### src/rtl/arb_grant_ctrl.sv
// arb_grant_ctrl: round-robin burst grant controller for 4 masters sharing one port.
// Latches the winner's burst length, counts acknowledged beats, and releases the
// grant on the last beat or after a stall timeout, rotating priority in both cases.
module arb_grant_ctrl #(
    parameter int unsigned LEN_W  = 8,
    parameter int unsigned TO_W   = 10,
    parameter int unsigned TO_CYC = 1000
) (
    input  logic                 clk,
    input  logic                 rst,
    input  logic                 arb_en,
    input  logic [3:0]           req,
    input  logic [4*LEN_W-1:0]   req_len,
    input  logic                 beat_ack,
    output logic [3:0]           grant,
    output logic [1:0]           grant_id,
    output logic                 busy,
    output logic                 last_beat,
    output logic                 done,
    output logic                 timeout
);

    localparam int unsigned NUM_M = 4;
    localparam logic [TO_W-1:0] TO_LAST = TO_W'(TO_CYC - 1);

    typedef enum logic [1:0] {
        S_IDLE = 2'd0,
        S_BUSY = 2'd1,
        S_DONE = 2'd2
    } state_t;

    state_t             r_state, w_state_nxt;
    logic [3:0]         r_grant, w_grant_nxt;
    logic [1:0]         r_grant_id, w_grant_id_nxt;
    logic [1:0]         r_cur_id, w_cur_id_nxt;
    logic [LEN_W-1:0]   r_len_q, w_len_nxt;
    logic [LEN_W-1:0]   r_beat_cnt, w_beat_nxt;
    logic [TO_W-1:0]    r_to_cnt, w_to_nxt;
    logic               r_done, w_done_nxt;
    logic               r_timeout, w_timeout_nxt;

    logic [1:0]         w_pick;
    logic [1:0]         w_idx;
    logic               w_any;

    // Round-robin pick: first requester after r_cur_id, r_cur_id itself last.
    always_comb begin
        w_pick = r_cur_id;
        w_idx  = r_cur_id;
        w_any  = 1'b0;
        for (int k = NUM_M; k >= 1; k--) begin
            w_idx = r_cur_id + 2'(k);
            if (req[w_idx]) begin
                w_pick = w_idx;
                w_any  = 1'b1;
            end
        end
    end

    // State register and registered outputs.
    always_ff @(posedge clk or posedge rst) begin
        if (rst) begin
            r_state    <= S_IDLE;
            r_grant    <= '0;
            r_grant_id <= '0;
            r_cur_id   <= 2'd3;
            r_len_q    <= '0;
            r_beat_cnt <= '0;
            r_to_cnt   <= '0;
            r_done     <= 1'b0;
            r_timeout  <= 1'b0;
        end else begin
            r_state    <= w_state_nxt;
            r_grant    <= w_grant_nxt;
            r_grant_id <= w_grant_id_nxt;
            r_cur_id   <= w_cur_id_nxt;
            r_len_q    <= w_len_nxt;
            r_beat_cnt <= w_beat_nxt;
            r_to_cnt   <= w_to_nxt;
            r_done     <= w_done_nxt;
            r_timeout  <= w_timeout_nxt;
        end
    end

    // Next-state: arbitrate in IDLE/DONE, count beats and stall cycles in BUSY.
    always_comb begin
        w_state_nxt    = r_state;
        w_grant_nxt    = r_grant;
        w_grant_id_nxt = r_grant_id;
        w_cur_id_nxt   = r_cur_id;
        w_len_nxt      = r_len_q;
        w_beat_nxt     = r_beat_cnt;
        w_to_nxt       = r_to_cnt;
        w_done_nxt     = 1'b0;
        w_timeout_nxt  = 1'b0;

        case (r_state)
            S_IDLE, S_DONE: begin
                if (arb_en && w_any) begin
                    w_state_nxt    = S_BUSY;
                    w_grant_nxt    = 4'b0001 << w_pick;
                    w_grant_id_nxt = w_pick;
                    w_len_nxt      = req_len[32'(w_pick) * LEN_W +: LEN_W];
                    w_beat_nxt     = '0;
                    w_to_nxt       = '0;
                end else begin
                    w_state_nxt = S_IDLE;
                    w_grant_nxt = '0;
                end
            end
            S_BUSY: begin
                if (beat_ack) begin
                    w_to_nxt = '0;
                    if (r_beat_cnt == r_len_q) begin
                        w_state_nxt  = S_DONE;
                        w_grant_nxt  = '0;
                        w_done_nxt   = 1'b1;
                        w_cur_id_nxt = r_grant_id;
                    end else begin
                        w_beat_nxt = r_beat_cnt + LEN_W'(1);
                    end
                end else if (r_to_cnt == TO_LAST) begin
                    w_state_nxt   = S_DONE;
                    w_grant_nxt   = '0;
                    w_timeout_nxt = 1'b1;
                    w_cur_id_nxt  = r_grant_id;
                end else begin
                    w_to_nxt = r_to_cnt + TO_W'(1);
                end
            end
            default: begin
                w_state_nxt = S_IDLE;
                w_grant_nxt = '0;
            end
        endcase
    end

    assign grant     = r_grant;
    assign grant_id  = r_grant_id;
    assign busy      = (r_state == S_BUSY);
    assign last_beat = busy && (r_beat_cnt == r_len_q);
    assign done      = r_done;
    assign timeout   = r_timeout;

endmodule

### config.mk
export PLATFORM = sky130hd
export DESIGN_NAME = arb_grant_ctrl
export DESIGN_NICKNAME = d
export VERILOG_FILES = /design/src/rtl/arb_grant_ctrl.sv
export SDC_FILE = /design/constraint.sdc
export NUM_CORES = 1
export LEC_CHECK = 0
export CELL_PAD_IN_SITES_DETAIL_PLACEMENT = 1
export CELL_PAD_IN_SITES_GLOBAL_PLACEMENT = 1
export CORE_MARGIN = 5
export CORE_UTILIZATION = 42
export CTS_BUF_LIST = sky130_fd_sc_hd__clkbuf_4 sky130_fd_sc_hd__clkbuf_8
export CTS_CLUSTER_SIZE = 12
export DETAILED_ROUTE_END_ITERATION = 8
export GPL_ROUTABILITY_DRIVEN = 0
export MAX_ROUTING_LAYER = met4
export PLACE_DENSITY_LB_ADDON = 0.1
export SKIP_LAST_GASP = 1
export SYNTH_ARGS = -nofsm -noshare
export SYNTH_HDL_FRONTEND = slang
export SYNTH_SLANG_ARGS = --single-unit
### constraint.sdc
create_clock -name clk -period 3.9 [get_ports clk]
set_input_delay 0.39 -clock clk [delete_from_list [all_inputs] [get_ports clk]]
set_output_delay 0.39 -clock clk [all_outputs]
set_load 0.1 [all_outputs]
=== Yosys cells after proc, flatten, opt, wreduce, memory -nomap -nowiden ===
Index checks and enable logic that the tools add are counted.

* Input bits: 40
* Flip-flop bits (word level): 38
* Memories: 0
* Latch bits: 0
* Output and inout bits: 10
* Memory bits (read-only): 0
* Bits in writable memories: 0

* Divide/modulo/power cells: 0
* Muxes and demuxes: 42
* $lt $le $gt $ge: 4
* Add/subtract/negate cells: 5
* Shift operators: 2
* Eq/ne operators: 11
* Bitwise logic cells: 0
* Multipliers: 0
* Reductions and logical operators: 11

{| class="wikitable"
|+ Operator list
! cell !! count
|-
| $shiftx 32x6->8 || 1
|-
| $mux 10 || 3
|-
| $mux 8 || 3
|-
| $pmux 10 s2 || 1
|-
| $mux 2 || 9
|-
| $mux 4 || 4
|-
| $pmux 8 s2 || 1
|-
| $mux 1 || 15
|-
| $lt 2x3->1 const B || 4
|-
| $add 10x1->10 const B || 1
|-
| $eq 10x10->1 const B || 1
|-
| $add 8x1->8 const B || 1
|-
| $bmux 1 s2 || 4
|-
| $eq 8x8->1 || 1
|-
| $pmux 4 s2 || 1
|-
| $ne 2x2->1 const B || 3
|-
| $ne 3x2->1 const B || 2
|-
| $reduce_and 3->1 || 2
|-
| $add 2x2->2 const B || 2
|-
| $pmux 2 s2 || 1
|-
| $reduce_and 2->1 || 2
|-
| $reduce_and 4->1 || 1
|-
| $reduce_bool 2->1 || 2
|-
| $shl 1x2->4 const A || 1
|-
| 8 further kinds || 9
|}

=== Longest topological paths before layout ===
* Depth in word-level cells: 9
* Mapped depth: 7

=== Worst setup path after synthesis ===
OpenSTA, ideal clock, no wires.

* Path kind: register -> register
* Start: register r_beat_cnt[3]
* End: register r_beat_cnt[5]
* Arrival time: 3.569 ns
* Stages on the path, launching flop included: 6
* Library setup time: 0.079 ns
* Slack: 0.252 ns
* Period minus slack after synthesis: 3.648 ns
* Buffers on the path: 0
* Cells stage by stage: dfrtp_1 xnor2_1 nand4_1 nor3_1 o31ai_1 a21oi_1

* Word-level cells in the longest chain between the ends: 4
* Elaborated cells on any way between the ends: 7

{| class="wikitable"
|+ Ends and longest elaborated chain
! what !! line !! source
|-
| start, declared || 37 || <nowiki>logic [LEN_W-1:0] r_beat_cnt, w_beat_nxt;</nowiki>
|-
| start signal, assigned || 78 || <nowiki>r_beat_cnt <= w_beat_nxt;</nowiki>
|-
| $add 8x1->8 || 120 || <nowiki>w_beat_nxt = r_beat_cnt + LEN_W'(1);</nowiki>
|-
| $mux 8 || 114 || <nowiki>if (r_beat_cnt == r_len_q) begin</nowiki>
|-
| $mux 8 || 112 || <nowiki>if (beat_ack) begin</nowiki>
|-
| $pmux 8 s2 || 97 || <nowiki>case (r_state)</nowiki>
|}

Parallel ways exist; a longest one is shown, timed or not. The select of a mux whose other input is x is not followed.
A chain may end at the register's enable or synchronous reset.

=== Final worst setup path ===
* Start: register r_beat_cnt[6]
* End: output port last_beat

* Word-level cells in the longest chain between the ends: 2

{| class="wikitable"
|+ Ends and longest elaborated chain
! what !! line !! source
|-
| $eq 8x8->1 || 141 || <nowiki>assign last_beat = busy && (r_beat_cnt == r_len_q);</nowiki>
|-
| $logic_and 1x1->1 || 141 ||
|-
| end, declared || 18 || <nowiki>output logic last_beat,</nowiki>
|}

Every way passes these cells.

==> summary.txt <==
Outcome = finished, final reports clean
Worst skew pair latency = 0.30 ns
Clock Skew = 0.01018 ns
Post-CTS setup repair buffer count = 0
H-tree levels = 2
Reg2Reg Launch Point = r_cur_id[0]$_DFFE_PP1P_
Register area = 953.4 um2
Syn nets = 283
Dpl cells = 353
Final WS setup = 1.217 ns
Max_cap viols = 0
Vias/cell = 5.676
Required @ worst endpoint = 3.51 ns
Wirelength per Cell = 17.90 um
# DRC = 0
Final Hold Vio Count = 0
Vias in the first global route = 2234
Post-synth top area share = 40.07%
Clock buffer count from CTS = 5
PostCTS Resize Cnt = 0
GR Util All Layers = 20.36%
Leakage power = 1.253 nW
Worst-path clk slew = 0.08 ns
DR iter-0 viols = 40
Post-Syn Area = 0.002248 mm2
Initial Util = 43.74%
Final setup vio count = 0
Yosys reg bits = 38
Setup crit end kind = output pin
Util after Layout = 56.04%
Synth cell types = 48
Area of the multi-input gates = 0.001166 mm2
Largest net degree at the start of global routing = 39
Design Power = 1.804 mW
Setup TNS = 0 ns
DR pass1 iterations = 4
Placed Area = 0.002785 mm2
Largest area contributor in the netlist = dfrtp_1
First-pass GRT wire length = 11.29 mm
Die H = 83.17 um
RSZ-0062 raised after global routing = no
Syn Inst Count = 241
Max FO, Critical Path = 7
Remaining Overflow, GRT = 0
Ranking of synthesized cells by area = dfrtp_1 (40%), o221ai_1 (6.2%), nand2_1 (5.5%)
Post-CTS Hold Buffers = 0
EDFF count, synth = 0
Via count of the routed design = 2049
# fillers = 619
Detailed Place HPWL = 4.779 mm
Asr flop ratio synth = 100.0%
Worst-case reg-to-reg path depth = 5
Hold crit path type = input pin to async pin
Final ANT Viol Nets = 0
Pre-CTS WS = 1.137 ns
Design area = 0.002880 mm2
Reg2reg end = r_len_q[1]$_DFFE_PP0P_
TritonCTS clock tree = yes
Fin crit share = 68.79%
Cell Rows = 26
Layout Nets = 332
Post-Layout Cell Count = 361
Slew @ Worst Pin = 0.9802 ns
Pwr/cell area = 626.2 mW/mm2
Area growth, synth to finish = 28.10%
Hold Worst Slack = 0.5177 ns
Tmin final = 2.683 ns
Max Clk Rate = 372.8 MHz
# diodes = 0
Final wirelength = 6.461 mm
Initial antenna violation count = 0
CTS Root Cell = clkbuf_8
I/O pin cnt = 50
Top-count cell post-synth = dfrtp_1
WP data arrival = 2.29 ns
Dominant synthesized flop cell = dfrtp_1
Die Wd = 83.17 um
Synth warn = 0
Setup Crit Path Kind = flop to output pin
Seq/Total Area, Yosys = 42.40%
Layout cells sized above 1 = 7.904%
Worst vdd ir = 580.7 uV
Commonest cells post-synth = dfrtp_1 (36), nand2_1 (33), inv_1 (20), o221ai_1 (16)
Clock sink total = 38
Clock buffer depth = 2
Critical path startpoint category = flop
Number of port buffers = 49
Syn_area_per_cell = 9.329 um2
Relative slew margins = 34.45%
Core region area = 0.005140 mm2
Slew Limit Fails = 0
R2r setup slk = 1.72 ns
Die area = 0.006916 mm2
==> report_power, final <==
| group | internal (mW) | switching, mW | total, mW | leakage (nW) |
|---|---|---|---|---|
| clock | 0.150 | 0.140 | 0.290 | 0.0517 |
| sequential | 0.519 | 0.136 | 0.656 | 0.483 |
| combinational | 0.307 | 0.552 | 0.859 | 0.719 |
==> cell usage in the layout (no fill, tap or decap), drive strengths merged, types with 5 or more instances in the layout <==
cell / instances
inv: 20
clkdlybuf4s50: 48
nand2: 33
nor2: 14
or4: 5
o221ai: 16
o211a: 9
xnor2: 12
dfrtp: 36
a21oi: 8
o21ai: 15
clkbuf: 7
o31ai: 5
==> cell families after synthesis <==
kind of cell | count (synthesis) | synth area share (%)
compound gates | 67 | 22.98
xor+xnor | 13 | 5.064
fa+ha+maj | 2 | 1.113
buf+inv | 29 | 5.732
flops | 38 | 42.40
mux | 4 | 1.892
simple gates | 88 | 20.81
==> state kept, by name (all words and copies together) (netlist names) <==
signal and flops:
grant 4, r_state 2, grant_id 2, done 1, r_len_q 8, r_to_cnt 10
timeout 1, r_beat_cnt 8, r_cur_id 2
==> worst max-delay path, stage by stage (launching register included) <==
cell	delay (ns)
dfrtp_1	0.43
xnor2_1	0.24
nand4_1	0.23
nor3_1	0.67
buf_4	0.42
==> layout make-up <==
cell class                 instances  area share [%]
clock inverter                     1          0.1738
inverter                          20           2.606
sequential                        38           33.10
tap                               70           3.041
multi-input combinational        174           40.49
timing repair buffer              51           17.46
clock buffer                       7           3.128
==> routing by layer <==
layer | wire, um | track usage (%)
met5 | 0 | -
met1 | 2985 | 26.57
met2 | 3161 | 31.71
met3 | 190 | 4.158
met4 | 124 | 6.686
==> how the worst max path moves through the flow <==
stage | from | to | slack, ns | cells past startpoint
after detailed placement | req[3] | r_to_cnt[9]$_DFFE_PP0P_ | 1.14 | 6
final | r_beat_cnt[6]$_DFFE_PP0P_ | last_beat | 1.22 | 4
after floorplan | r_beat_cnt[3]$_DFFE_PP0P_ | r_beat_cnt[5]$_DFFE_PP0P_ | 0.25 | 5
after global routing | r_beat_cnt[6]$_DFFE_PP0P_ | last_beat | 1.01 | 4
after global placement | req[2] | r_len_q[0]$_DFFE_PP0P_ | 1.18 | 6
after CTS | r_beat_cnt[6]$_DFFE_PP0P_ | last_beat | 1.24 | 4
(Power assumes the default switching activity.)
